<file path="src/rtl/exe_loop_ctrl_if.sv">
// Handshake bundle between the src loader / write-back side and the execution-loop sequencer.
// The sequencer attaches through the slave modport; the environment attaches through master.
interface exe_loop_ctrl_if #(
    parameter int ROW_W  = 3,
    parameter int SRC_AW = 5,
    parameter int MAT_AW = 3
);
    logic              s_init;
    logic [ROW_W-1:0]  n_rows;
    logic              out_busy;
    logic              out_fin;
    logic              abort;
    logic              s_fin;
    logic              k_init;
    logic              k_fin;
    logic              exec;
    logic [SRC_AW-1:0] exec_src_addr;
    logic [MAT_AW-1:0] exec_mat_addr;
    logic [ROW_W-1:0]  exec_row;
    logic              busy;

    modport master (
        output s_init, n_rows, out_busy, out_fin, abort,
        input  s_fin, k_init, k_fin, exec, exec_src_addr, exec_mat_addr, exec_row, busy
    );

    modport slave (
        input  s_init, n_rows, out_busy, out_fin, abort,
        output s_fin, k_init, k_fin, exec, exec_src_addr, exec_mat_addr, exec_row, busy
    );
endinterface

</file>
<file path="src/rtl/exe_loop_ctrl.sv">
// Row/column execution-loop sequencer: one k_init-framed burst of COLS exec cycles per row,
// with runtime row count, per-row write-back back-pressure, abort and a job-done pulse.
module exe_loop_ctrl #(
    parameter int ROWS   = 4,
    parameter int COLS   = 8,
    parameter int SRC_AW = 5,
    parameter int MAT_AW = 3,
    parameter int ROW_W  = 3
) (
    input  logic            clk,
    input  logic            rst,
    exe_loop_ctrl_if.slave  bus
);

    localparam int CW = (COLS > 1) ? $clog2(COLS) : 1;

    typedef enum logic [1:0] {IDLE, ARM, RUN, DRAIN} state_t;

    state_t           state_q;
    logic [ROW_W-1:0] row_q;
    logic [ROW_W-1:0] nrows_q;
    logic [ROW_W-1:0] nrows_d;
    logic [CW-1:0]    col_q;
    logic             k_fin_q;
    logic             s_fin_q;
    logic             col_last;
    logic             row_last;
    logic             in_run;

    // A zero or oversized request runs the full ROWS iterations.
    always_comb begin
        nrows_d = bus.n_rows;
        if (bus.n_rows == '0 || bus.n_rows > ROW_W'(ROWS)) begin
            nrows_d = ROW_W'(ROWS);
        end
    end

    assign col_last = (col_q == CW'(COLS - 1));
    assign row_last = (row_q == nrows_q - 1'b1);
    assign in_run   = (state_q == RUN);

    always_ff @(posedge clk or negedge rst) begin
        if (!rst) begin
            state_q <= IDLE;
            row_q   <= '0;
            nrows_q <= '0;
            col_q   <= '0;
            k_fin_q <= 1'b0;
            s_fin_q <= 1'b0;
        end else begin
            k_fin_q <= 1'b0;
            s_fin_q <= 1'b0;
            if (bus.abort) begin
                state_q <= IDLE;
                row_q   <= '0;
                col_q   <= '0;
            end else begin
                case (state_q)
                    IDLE: begin
                        if (bus.s_init) begin
                            nrows_q <= nrows_d;
                            row_q   <= '0;
                            col_q   <= '0;
                            state_q <= ARM;
                        end
                    end
                    ARM: begin
                        if (!bus.out_busy) begin
                            state_q <= RUN;
                        end
                    end
                    RUN: begin
                        if (col_last) begin
                            col_q   <= '0;
                            k_fin_q <= 1'b1;
                            if (row_last) begin
                                state_q <= DRAIN;
                            end else begin
                                row_q   <= row_q + 1'b1;
                                state_q <= ARM;
                            end
                        end else begin
                            col_q <= col_q + 1'b1;
                        end
                    end
                    DRAIN: begin
                        if (bus.out_fin) begin
                            s_fin_q <= 1'b1;
                            row_q   <= '0;
                            state_q <= IDLE;
                        end
                    end
                    default: state_q <= IDLE;
                endcase
            end
        end
    end

    // k_init follows the live out_busy so a row launches in the first cycle write-back frees up.
    assign bus.k_init        = (state_q == ARM) && !bus.out_busy && !bus.abort;
    assign bus.k_fin         = k_fin_q;
    assign bus.s_fin         = s_fin_q;
    assign bus.exec          = in_run;
    assign bus.busy          = (state_q != IDLE);
    assign bus.exec_row      = row_q;
    assign bus.exec_mat_addr = in_run ? MAT_AW'(col_q) : '0;
    assign bus.exec_src_addr = in_run ? (SRC_AW'(row_q) * SRC_AW'(COLS) + SRC_AW'(col_q)) : '0;

endmodule

</file>
<file path="src/flat_wrapper.sv">
// flat-port wrapper written by rule: the top's interface ports become plain ports
module exe_loop_ctrl_flat 
#(
    parameter int ROWS   = 4,
    parameter int COLS   = 8,
    parameter int SRC_AW = 5,
    parameter int MAT_AW = 3,
    parameter int ROW_W  = 3
)
  (clk, rst, bus_s_init, bus_n_rows, bus_out_busy, bus_out_fin, bus_abort, bus_s_fin, bus_k_init, bus_k_fin, bus_exec, bus_exec_src_addr, bus_exec_mat_addr, bus_exec_row, bus_busy);
  exe_loop_ctrl_if #(.ROW_W(ROW_W), .SRC_AW(SRC_AW), .MAT_AW(MAT_AW)) bus_i ();
  input  logic clk;
  input  logic rst;
  input wire logic [$bits(bus_i.s_init)-1:0] bus_s_init;
  input wire logic [$bits(bus_i.n_rows)-1:0] bus_n_rows;
  input wire logic [$bits(bus_i.out_busy)-1:0] bus_out_busy;
  input wire logic [$bits(bus_i.out_fin)-1:0] bus_out_fin;
  input wire logic [$bits(bus_i.abort)-1:0] bus_abort;
  output wire logic [$bits(bus_i.s_fin)-1:0] bus_s_fin;
  output wire logic [$bits(bus_i.k_init)-1:0] bus_k_init;
  output wire logic [$bits(bus_i.k_fin)-1:0] bus_k_fin;
  output wire logic [$bits(bus_i.exec)-1:0] bus_exec;
  output wire logic [$bits(bus_i.exec_src_addr)-1:0] bus_exec_src_addr;
  output wire logic [$bits(bus_i.exec_mat_addr)-1:0] bus_exec_mat_addr;
  output wire logic [$bits(bus_i.exec_row)-1:0] bus_exec_row;
  output wire logic [$bits(bus_i.busy)-1:0] bus_busy;
  assign bus_i.s_init = bus_s_init;
  assign bus_i.n_rows = bus_n_rows;
  assign bus_i.out_busy = bus_out_busy;
  assign bus_i.out_fin = bus_out_fin;
  assign bus_i.abort = bus_abort;
  assign bus_s_fin = bus_i.s_fin;
  assign bus_k_init = bus_i.k_init;
  assign bus_k_fin = bus_i.k_fin;
  assign bus_exec = bus_i.exec;
  assign bus_exec_src_addr = bus_i.exec_src_addr;
  assign bus_exec_mat_addr = bus_i.exec_mat_addr;
  assign bus_exec_row = bus_i.exec_row;
  assign bus_busy = bus_i.busy;
  exe_loop_ctrl #(.ROWS(ROWS), .COLS(COLS), .SRC_AW(SRC_AW), .MAT_AW(MAT_AW), .ROW_W(ROW_W)) u_core (.clk(clk), .rst(rst), .bus(bus_i));
endmodule
</file>
<file path="config.mk">
export PLATFORM = sky130hd
export DESIGN_NAME = exe_loop_ctrl_flat
export DESIGN_NICKNAME = d
export VERILOG_FILES = /design/src/rtl/exe_loop_ctrl_if.sv /design/src/rtl/exe_loop_ctrl.sv /design/src/flat_wrapper.sv
export SDC_FILE = /design/constraint.sdc
export NUM_CORES = 1
export LEC_CHECK = 0
export BUFFER_PORTS_ARGS = -buffer_cell sky130_fd_sc_hd__buf_2
export CAP_MARGIN = 20
export CORE_UTILIZATION = 49
export DETAILED_ROUTE_END_ITERATION = 7
export PLACE_DENSITY_LB_ADDON = 0.08
export SLEW_MARGIN = 20
export SYNTH_ARGS = -nofsm -noshare
export SYNTH_HDL_FRONTEND = slang
export SYNTH_SLANG_ARGS = --single-unit
</file>
<file path="constraint.sdc">
create_clock -name clk -period 2.5 [get_ports clk]
set_clock_uncertainty 0.05 [all_clocks]
set_input_delay 0.375 -clock clk [delete_from_list [all_inputs] [get_ports clk]]
set_output_delay 0.375 -clock clk [all_outputs]
set_load 0.005 [all_outputs]
</file>
Word level (Yosys, flattened, before mapping)
Index checks and enable logic that the tools add are counted.
- eq/ne operators: 10
- bitwise logic cells: 1
- magnitude comparators: 1
- $add $sub $neg: 4
- reduce and logical (&&, ||, !) cells: 14
- multiplexer cells: 25
- operators with widths (kind ; count):
    $mux W3 ; 9
    $mux W2 ; 6
    $ne A3 B3 Y1 const B ; 4
    $pmux W3 S3 ; 1
    $pmux W2 S4 ; 1
    $add A3 B1 Y3 const B ; 2
    $mux W1 ; 6
    $pmux W3 S2 ; 1
    $add A5 B3 Y5 ; 1
    $mux W5 ; 1
    $reduce_and A5 Y1 ; 1
    $eq A2 B2 Y1 const B ; 2
    $reduce_and A4 Y1 ; 1
    $reduce_bool A4 Y1 ; 1
    $eq A3 B3 Y1 ; 1
    $eq A3 B3 Y1 const B ; 1
    $gt A3 B3 Y1 const B ; 1
    $logic_not A3 Y1 ; 1
    $ne A3 B2 Y1 const B ; 1
    $reduce_and A3 Y1 ; 1
    $reduce_bool A3 Y1 ; 1
    $sub A3 B1 Y3 const B ; 1
    $eq A2 B1 Y1 const B ; 1
    $logic_and A1 B1 Y1 ; 2
    other kinds (6) ; 7
- input port bits: 9
- bits in registers: 13
- logic and storage cells: 61
- output and inout bits: 16

Depth between registers and ports, before layout
Gate-level depths: netlist of the first run.
- word-level depth: 6
- gate-level depth with buffers: 6
- mapped depth without buffers: 6

Worst setup path after synthesis of the first run
OpenSTA, ideal clock, no wires.
- path type: reg2reg
- start: register u_core.col_q[0]
- end: register u_core.row_q[2] (netlist: u_core.bus.exec_row[2])
- arrival time: 1782 ps
- data required time: 2326 ps
- slack: 544 ps
- stages on the path, launching flop included: 7
- period minus slack after synthesis: 1956 ps
- path buffers: 0
- setup time: 124 ps
- path through: dfrtp_1 ha_1 ha_1 mux2_4 a211o_1 and4b_1 a211o_1
- word-level cells in the longest chain between the ends: 3
- ends and longest elaborated chain (item ; line ; source):
    start: declaration ; exe_loop_ctrl.sv:23 ; logic [CW-1:0] col_q;
    start signal: assignment ; exe_loop_ctrl.sv:83 ; col_q <= col_q + 1'b1;
    $eq A3 B3 Y1 ; exe_loop_ctrl.sv:38 ; assign col_last = (col_q == CW'(COLS - 1));
    $ne A3 B2 Y1 (no source line) ; n/a ;
    $reduce_and A5 Y1 (no source line) ; n/a ;
    end signal: assignment ; exe_loop_ctrl.sv:79 ; row_q <= row_q + 1'b1;
    end: declaration ; exe_loop_ctrl.sv:20 ; logic [ROW_W-1:0] row_q;
Every way passes these cells.
A chain may end at the register's enable or synchronous reset.

Worst setup path after layout of the first run
Ends and elaborated chain as after synthesis.

==> results of run 1 <==
==> metrics by stage <==
step / instance area, um^2 / worst slack [ns]
floorplan: 818 / 0.544
global placement: 920 / 0.498
detailed placement: 920 / 0.445
CTS: 956 / 0.433
global route: 956 / 0.354
finish: 956 / 0.448
==> where the power goes <==
| part | switching, mW | internal, mW | leakage [nW] |
|---|---|---|---|
| Sequential | 0.0114 | 0.221 | 0.175 |
| Combinational | 0.0448 | 0.0400 | 0.346 |
| Clock | 0.0738 | 0.0619 | 0.0150 |
==> synthesized netlist by cell type, types with 2 or more instances <==
master	count
o21ai_0	5
a22oi_1	3
nor2b_1	3
a211oi_1	3
xor2_1	2
nor3b_1	2
a211o_1	2
clkbuf_1	3
inv_1	5
and4b_1	2
nand3_1	2
ha_1	5
nor2_1	5
nand2_1	4
dfrtp_1	13
buf_4	3
nor3b_2	2
a31oi_1	2
and2_1	6
==> cells by family after synthesis <==
logic type / count (synthesis) / synth area share
adders and majority gates: 5 / 0.0765
AOI/OAI and AO/OA: 18 / 0.148
muxes: 2 / 0.0306
xor gates and xnor gates: 3 / 0.0489
DFF: 13 / 0.398
and+or+nand+nor: 30 / 0.228
buffers and inverters: 12 / 0.0703
==> layer usage <==
metal | wire length, um | vias to the layer above | global-route usage
met3 | 63 | 4 | 0.0255
met1 | 764 | 310 | 0.243
met2 | 721 | 23 | 0.297
li1 | - | 331 | -
met4 | 29 | 0 | 0.113
met5 | 0 | - | 0
==> placed cells by master, fill, tap and decap left out, types with 2 or more instances in the layout <==
| cell type | n |
|---|---|
| a211o_1 | 2 |
| a211oi_1 | 3 |
| a22oi_1 | 3 |
| a31oi_1 | 2 |
| and2_1 | 6 |
| and4b_1 | 2 |
| buf_2 | 24 |
| clkbuf_4 | 3 |
| dfrtp_1 | 13 |
| ha_1 | 5 |
| inv_1 | 5 |
| nand2_1 | 4 |
| nand3_1 | 2 |
| nor2_1 | 5 |
| nor2b_1 | 3 |
| nor3b_1 | 2 |
| nor3b_2 | 2 |
| o21ai_0 | 5 |
| xor2_1 | 2 |
==> sequential cells by signal, summed over array words and instances, names as in the netlist <==
register	flops
u_core.col_q	3
u_core.bus.s_fin	1
u_core.bus.k_fin	1
u_core.bus.exec_row	3
u_core.state_q	2
u_core.nrows_q	3
==> worst paths after layout <==
path	slack [ns]	endpoint	from	cells past startpoint
max	0.45	u_core.bus.exec_row[2]$_DFFE_PN0P_	u_core.col_q[0]$_DFFE_PN0P_	6
min	0.30	u_core.nrows_q[1]$_DFFE_PN0P_	bus_n_rows[1]	3
max reg2reg	0.45	u_core.bus.exec_row[2]$_DFFE_PN0P_	u_core.col_q[0]$_DFFE_PN0P_	6
min reg2reg	0.50	u_core.nrows_q[2]$_DFFE_PN0P_	u_core.nrows_q[2]$_DFFE_PN0P_	2
max in group asynchronous	1.70	u_core.bus.exec_row[1]$_DFFE_PN0P_	rst	2
min in group asynchronous	0.46	u_core.col_q[1]$_DFFE_PN0P_	rst	2
==> worst max-delay path, stage by stage (launching register included) <==
cell,delay [ns]
dfrtp_1,0.41
ha_1,0.22
ha_1,0.23
mux2_4,0.28
a211o_1,0.31
and4b_1,0.19
a211o_1,0.26
==> area by class of cell <==
type / count / area, um^2 / share of cell area
clock buffers: 4 / 26.3 / 0.0275
flip-flops and latches: 13 / 325 / 0.340
repair buffers: 25 / 130 / 0.136
inverters: 5 / 18.8 / 0.0196
well taps: 16 / 20.0 / 0.0209
multi-input cells: 58 / 435 / 0.455
==> what timing repair did <==
| item | CTS | global route |
|---|---|---|
| endpoints found under the hold margin | 13 | 0 |
| gates resized for setup | 0 | 0 |
| hold buffers | 1 | 0 |
==> impl_metrics.py, run 1 <==
metrics = {
    "sta": {
        "drv_slew": 0,
        "worst_slew_pin_slew_ns": 0.470,
        "max_freq_mhz": 487,
        "timing.final.hold_violations": 0,
        "holdWs_ns": 0.300,
        "timing.setup.tns_ns": 0,
        "layout_min_cycle_time_ns": 2.05,
        "rsz0062_at_grt": "false",
        "setup_viol_count_final": 0,
        "finalCritPeriodShare": 0.821,
        "slew_headroom": 0.685,
    },
    "route": {
        "vias_per_cell": 5.52,
        "postRouteWirelength_um": 1580,
        "drc": 0,
        "drt-pass1-iter-count": 4,
        "first_iter_violations": 11,
        "ant_nets": 0,
        "num_vias": 668,
        "wire_per_inst_um": 13.0,
    },
    "yosys": {
        "synth.top_cell.area_share": 0.398,
        "avgSynthCellArea_um2": 9.86,
        "synth_edf_count": 0,
        "synthArstFlopShare": 1.00,
        "ys_seq_elements": 13,
        "synth.top_cells.by_area": "dfrtp_1 40%, ha_1 7.6%, and2_1 4.6%",
        "synth_ff_type": "dfrtp_1",
        "synth_top_area_cell": "dfrtp_1",
        "syn-cell-area_um2": 818,
        "postSynthCellCount": 83,
        "ys_types": 30,
        "seq_area_frac_synth": 0.398,
        "ys_warn_count": 0,
        "syn_nets": 97,
    },
    "cells_and_area": {
        "utilization": 0.620,
        "final_nets": 120,
        "stdcell_count": 121,
        "n_antenna_cell": 0,
        "drive_gt1_frac": 0.295,
        "fillers": 142,
        "syn_to_final_growth_pct": 16.8,
    },
    "setup_path": {
        "cp-start-kind": "flop",
        "worstPathArrival_ns": 2.18,
        "required_ns": 2.63,
        "end_kind": "flop",
        "cp_max_fo": 4,
        "path_class": "reg -> reg",
    },
    "clocking": {
        "h-tree-depth": 1,
        "cts.path.max_buffers": 2,
        "cts_tree": "done",
        "clock_latency_ns": 0.28,
        "root_buffer": "clkbuf_4",
        "cts_buffers": 3,
        "cts_setup_buffers": 0,
        "clk_pin_slew_ns": 0.09,
        "clkSinkCount": 13,
    },
    "grt": {
        "grt_max_degree": 14,
        "grt_use_total": 0.188,
        "grt_pass1_wl_um": 2530,
        "grt_pass1_vias": 570,
        "grt_overflow": 0,
        "antenna_found_initial": 0,
    },
    "placement": {
        "gp_congestion": 0.731,
        "placed_cells": 116,
        "dp_hpwl_um": 1180,
        "io_buffers": 24,
    },
    "die": {
        "start_util": 0.531,
        "fp.dieW_um": 42.9,
        "top_level_ports": 25,
        "rows": 14,
        "core-area_um2": 1540,
        "die-area_um2": 1840,
        "die_h_um": 42.9,
    },
    "flow_run": {
        "cap_violations": 0,
    },
    "hold_path": {
        "hp-class": "in -> reg",
    },
    "power": {
        "max-vdd-ir-drop_mv": 0.296,
        "report.power.total_mw": 0.453,
        "powerDensity_nw_per_um2": 474,
        "p_leak_nw": 0.536,
    },
    "status": {
        "status": "complete, no violations",
    },
}
No activity file was read; power rests on OpenSTA's default activity.
==> inputs of run 2 (changes only) <==
==> constraint.sdc (replaced) <==
create_clock -name clk -period 1.9 [get_ports clk]
set_clock_uncertainty 0.05 [all_clocks]
set_input_delay 0.285 -clock clk [delete_from_list [all_inputs] [get_ports clk]]
set_output_delay 0.285 -clock clk [all_outputs]
set_load 0.005 [all_outputs]
==> run 2 against run 1 <==
Global-route usage is 0.68 points higher. First-iteration DRC count stayed put. Combinational power rose by 45%. Maximum frequency grew 9.7%. Largest cell class unchanged. Largest power group unchanged. Sequential cell count is the same. Power is 32% higher. Hold slack worse by 0.091 ns.
==> impl_metrics.py, run 2 (synthesis results as in run 1) <==
metrics = {
    "status": {
        "status": "complete, no violations",
    },
    "setup_path": {
        "ff2ff_setup_slack_ns": 0.03,
        "required_ns": 2.01,
        "path_class": "reg -> reg",
        "slowest_delay_ns": 0.40,
        "worstPathArrival_ns": 1.98,
        "reg2reg_depth": 6,
        "worstReg2RegEnd": "u_core.bus.exec_row[2]$_DFFE_PN0P_",
        "worstPathCellList": "ha_2, ha_4, mux2_4, a211o_1, and4b_1, a211o_1",
        "cp-start-kind": "flop",
        "slowest_stage": "dfrtp_1",
        "r2r-start": "u_core.col_q[0]$_DFFE_PN0P_",
        "cpMostUsedCell": "a211o_1",
        "crit_start": "u_core.col_q[0]$_DFFE_PN0P_",
        "crit_end": "u_core.bus.exec_row[2]$_DFFE_PN0P_",
        "cp_max_fo": 4,
        "end_kind": "flop",
    },
    "placement": {
        "io_buffers": 24,
        "placed_area_um2": 955,
        "gp_congestion": 0.728,
        "placed_cells": 120,
        "post-place-ws_ns": -0.0220,
        "dp_hpwl_um": 1150,
    },
    "cells_and_area": {
        "n_antenna_cell": 0,
        "utilization": 0.649,
        "syn_to_final_growth_pct": 22.3,
        "regArea_um2": 325,
        "fillers": 142,
        "final_common_cell": "buf_2",
        "multi_input_area_um2": 450,
        "final_nets": 124,
        "finalInstanceArea_um2": 1000,
        "final_cell_mix": "24 x buf_2, 13 x dfrtp_1, 6 x and2_1",
        "stdcell_count": 125,
        "drive_gt1_frac": 0.339,
    },
    "sta": {
        "drv_slew": 0,
        "finalCritPeriodShare": 0.984,
        "holdWs_ns": 0.209,
        "timing.final.hold_violations": 0,
        "max_freq_mhz": 535,
        "worst_slew_pin_slew_ns": 0.433,
        "fin_ws_ns": 0.0300,
        "layout_min_cycle_time_ns": 1.87,
        "rsz0062_at_grt": "true",
        "slew_headroom": 0.710,
        "setup_viol_count_final": 0,
        "timing.setup.tns_ns": 0,
    },
    "clocking": {
        "cts.path.max_buffers": 2,
        "clk_pin_slew_ns": 0.08,
        "h-tree-depth": 1,
        "cts_buffers": 3,
        "root_buffer": "clkbuf_4",
        "cts_tree": "done",
        "clkSinkCount": 13,
        "clock_latency_ns": 0.27,
    },
    "route": {
        "postRouteWirelength_um": 1570,
        "wire_per_inst_um": 12.6,
        "first_iter_violations": 11,
        "vias_per_cell": 5.41,
        "drc": 0,
        "num_vias": 676,
        "ant_nets": 0,
        "drt-pass1-iter-count": 4,
    },
    "grt": {
        "grt_overflow": 0,
        "antenna_found_initial": 0,
        "grt_pass1_vias": 582,
        "grt_pass1_wl_um": 2590,
        "grt_use_total": 0.195,
        "grt_max_degree": 14,
    },
    "die": {
        "core-area_um2": 1540,
        "rows": 14,
        "start_util": 0.531,
        "top_level_ports": 25,
        "die_h_um": 42.9,
        "die-area_um2": 1840,
        "fp.dieW_um": 42.9,
    },
    "power": {
        "report.power.total_mw": 0.597,
        "max-vdd-ir-drop_mv": 0.366,
        "p_leak_nw": 0.552,
        "powerDensity_nw_per_um2": 596,
    },
    "hold_path": {
        "hp-class": "in -> reg",
        "min-delay-start": "bus_n_rows[1]",
    },
    "flow_run": {
        "cap_violations": 0,
    },
}
run 2: changes by cell type in the layout (fill, tap and decap cells not counted):
cell | previous run | this run
buf_4 | 0 | 4
ha_1 | 5 | 3
ha_2 | 0 | 1
ha_4 | 0 | 1
run 2: worst min-delay path by stage:
stage | slack, ns | cells after the start | end
6_report | 0.21 | 3 | u_core.nrows_q[1]$_DFFE_PN0P_
4_1_cts | 0.20 | 3 | u_core.nrows_q[1]$_DFFE_PN0P_
2_1_floorplan | -0.06 | 0 | u_core.bus.exec_row[0]$_DFFE_PN0P_
3_3_place_gp | 0.14 | 1 | u_core.col_q[0]$_DFFE_PN0P_
5_1_grt | 0.22 | 3 | u_core.nrows_q[1]$_DFFE_PN0P_
3_5_place_dp | 0.14 | 1 | u_core.col_q[1]$_DFFE_PN0P_
run 2: power breakdown:
part / leakage [nW] / internal [mW] / switching [mW] / total, mW
Combinational: 0.361 / 0.0562 / 0.0664 / 0.123
Clock: 0.0150 / 0.0813 / 0.0914 / 0.173
Sequential: 0.175 / 0.291 / 0.0105 / 0.301
run 2: what timing repair did:
action | 4_1_cts | 5_1_grt
resized for setup | 1 | 0
endpoints found under the setup margin | 1 | 2
hold buffers | 1 | 0
endpoints found under the hold margin | 13 | 0
buffers inserted | 0 | 0
pin swaps | 4 | 2
run 2: critical path, delay by kind of cell (launching register included):
family	cells	cell delay (ns)
compound gates	2	0.49
simple gates	1	0.19
mux	1	0.27
flops	1	0.40
fa+ha+maj	2	0.37
run 2: area by class of cell:
class / count / share of cell area
Timing Repair Buffer: 29 / 0.160
Multi-Input combinational cell: 58 / 0.450
Clock buffer: 4 / 0.0263
Tap cell: 16 / 0.0200
Inverter: 5 / 0.0188
Sequential cell: 13 / 0.325
run 2: per-layer routing:
| metal | vias to the layer above | share of wire | global-route usage |
|---|---|---|---|
| met5 | - | 0 | 0 |
| met4 | 0 | 0.011 | 0.113 |
| met3 | 2 | 0.039 | 0.0255 |
| met2 | 22 | 0.45 | 0.288 |
| met1 | 305 | 0.50 | 0.273 |
| li1 | 347 | - | - |
==> inputs of run 3 (changes only) <==
--- a/config.mk
+++ b/config.mk
@@ -5,10 +5,11 @@
 export SDC_FILE = /design/constraint.sdc
 export NUM_CORES = 1
 export LEC_CHECK = 0
-export BUFFER_PORTS_ARGS = -buffer_cell sky130_fd_sc_hd__buf_2
 export CAP_MARGIN = 20
-export CORE_UTILIZATION = 49
+export CORE_UTILIZATION = 58
 export DETAILED_ROUTE_END_ITERATION = 7
+export DONT_BUFFER_PORTS = 1
+export GPL_ROUTABILITY_DRIVEN = 0
 export PLACE_DENSITY_LB_ADDON = 0.08
 export SLEW_MARGIN = 20
 export SYNTH_ARGS = -nofsm -noshare
==> run 3 against run 2 <==
Critical path depth unchanged. Largest cell class unchanged. Sequential power about the same. Sequential cell count unchanged. Clock-buffer cell count unchanged. Combinational power decreased by 12%. Routed wire length increased by 7.2%. Critical path type unchanged.
==> impl_metrics.py, run 3 (synthesis results as in run 1) <==
metrics = {
    "power": {
        "max-vdd-ir-drop_mv": 0.427,
        "p_int_mw": 0.422,
        "combPwrFrac": 0.187,
        "powerDensity_nw_per_um2": 634,
        "p_leak_nw": 0.448,
        "report.power.total_mw": 0.579,
        "swShare": 0.270,
        "p_sw_mw": 0.156,
        "pwr-share-clk": 0.290,
        "p_seq_frac": 0.522,
    },
    "grt": {
        "grt_pass1_vias": 576,
        "grt_max_degree": 14,
        "grt_overflow": 0,
        "antenna_found_initial": 0,
        "grt_pass1_wl_um": 2570,
        "grt_use_total": 0.256,
    },
    "setup_path": {
        "worstPathArrival_ns": 1.99,
        "cpLargestDelayFamily": "compound AO/OA/AOI/OAI gates",
        "reg2reg_depth": 6,
        "path_depth": 6,
        "r2r-start": "u_core.col_q[1]$_DFFE_PN0P_",
        "end_kind": "flop",
        "required_ns": 2.01,
        "cp-start-kind": "flop",
        "slowest_delay_ns": 0.41,
        "worstPathCellList": "ha_4, ha_4, mux2_4, a211o_1, and4b_1, a211o_1",
        "crit_start": "u_core.col_q[1]$_DFFE_PN0P_",
        "slowest_stage": "dfrtp_1",
        "crit_buf_inv": 0,
        "ff2ff_setup_slack_ns": 0.01,
        "path_class": "reg -> reg",
        "cp_max_fo": 2,
    },
    "clocking": {
        "h-tree-depth": 1,
        "clk_pin_slew_ns": 0.08,
        "cts_tree": "done",
        "cts_buffers": 3,
        "clkSinkCount": 13,
        "root_buffer": "clkbuf_4",
        "clock_latency_ns": 0.27,
        "cts.path.max_buffers": 2,
    },
    "hold_path": {
        "hold_depth": 1,
        "min-delay-start": "bus_abort",
        "hp-class": "in -> reg",
    },
    "sta": {
        "rsz0062_at_grt": "true",
        "worst_slew_pin_slew_ns": 0.603,
        "finalCritPeriodShare": 0.994,
        "layout_min_cycle_time_ns": 1.89,
        "setup_viol_count_final": 0,
        "drv_slew": 0,
        "slew_headroom": 0.597,
        "timing.final.hold_violations": 0,
        "holdWs_ns": 0.0163,
        "timing.setup.tns_ns": 0,
        "max_freq_mhz": 529,
    },
    "die": {
        "die-area_um2": 1560,
        "top_level_ports": 25,
        "core-area_um2": 1300,
        "rows": 13,
        "die_h_um": 39.6,
        "fp.dieW_um": 39.6,
        "start_util": 0.629,
    },
    "cells_and_area": {
        "syn_to_final_growth_pct": 11.5,
        "n_antenna_cell": 0,
        "final_nets": 103,
        "final_common_cell": "dfrtp_1",
        "fillers": 112,
        "final_cell_mix": "13 x dfrtp_1, 7 x buf_4, 6 x and2_1",
        "utilization": 0.701,
        "stdcell_count": 103,
        "drive_gt1_frac": 0.182,
    },
    "placement": {
        "placed_cells": 96,
        "dp_hpwl_um": 1130,
        "io_buffers": 0,
    },
    "route": {
        "postRouteWirelength_um": 1690,
        "drt-pass1-iter-count": 4,
        "first_iter_violations": 12,
        "ant_nets": 0,
        "drc": 0,
        "vias_per_cell": 6.24,
        "wire_per_inst_um": 16.4,
        "num_vias": 643,
    },
    "status": {
        "status": "complete, no violations",
    },
    "flow_run": {
        "cap_violations": 0,
    },
}
run 3: cell types whose count changed in the layout (fill, tap and decap cells not counted):
cell | previous run | this run
buf_2 | 24 | 0
buf_4 | 4 | 7
ha_2 | 1 | 0
ha_4 | 1 | 2
run 3: routing by layer:
metal	vias up	routed length [um]	track usage
li1	302	-	-
met1	322	752	0.316
met2	19	864	0.443
met3	0	68	0.0341
met4	0	0	0.103
met5	-	0	0
run 3: stage by stage:
step | instance area (um^2) | setup slack (ns)
after floorplan | 823 | 0.0303
after global placement | 841 | 0.0233
after detailed placement | 841 | -0.0415
after CTS | 895 | 0.00315
after global routing | 912 | -0.0222
final | 912 | 0.0106
run 3: power groups by stage:
stage / combinational [mW] / clock [mW] / sequential (mW)
finish: 0.108 / 0.168 / 0.302
global route: 0.121 / 0.176 / 0.304
CTS: 0.108 / 0.167 / 0.302
detailed placement: 0.0999 / 0 / 0.307
global placement: 0.0968 / 0 / 0.307
floorplan: 0.0853 / 0 / 0.304
run 3: final cells by class:
| class | instances | area (um^2) | share of cell area |
|---|---|---|---|
| tap | 15 | 18.8 | 0.0206 |
| timing repair buffer | 8 | 62.6 | 0.0686 |
| inverter | 5 | 18.8 | 0.0206 |
| multi-input combinational | 58 | 460 | 0.505 |
| sequential | 13 | 325 | 0.357 |
| clock buffer | 4 | 26.3 | 0.0288 |
run 3: what timing repair did:
| item | in CTS | in global routing |
|---|---|---|
| setup endpoints to repair | 1 | 1 |
| hold buffers | 1 | 0 |
| pin swaps | 4 | 1 |
| setup buffers | 1 | 1 |
| resized for setup | 1 | 1 |
| endpoints found under the hold margin | 13 | 0 |
run 3: worst reg2reg max path, delay by kind of cell (launching register included):
kind | cells | cell delay, ns
multiplexers | 1 | 0.27
adder cells (fa/ha/maj) | 2 | 0.34
AND/OR/NAND/NOR | 1 | 0.21
flip-flops | 1 | 0.41
AO/OA/AOI/OAI | 2 | 0.50
run 3: worst paths after layout:
path / endpoint
max: u_core.bus.exec_row[2]$_DFFE_PN0P_
max reg2reg: u_core.bus.exec_row[2]$_DFFE_PN0P_
max in group asynchronous: u_core.col_q[2]$_DFFE_PN0P_
min in group asynchronous: u_core.state_q[0]$_DFFE_PN0P_
min reg2reg: u_core.nrows_q[1]$_DFFE_PN0P_
min: u_core.state_q[0]$_DFFE_PN0P_
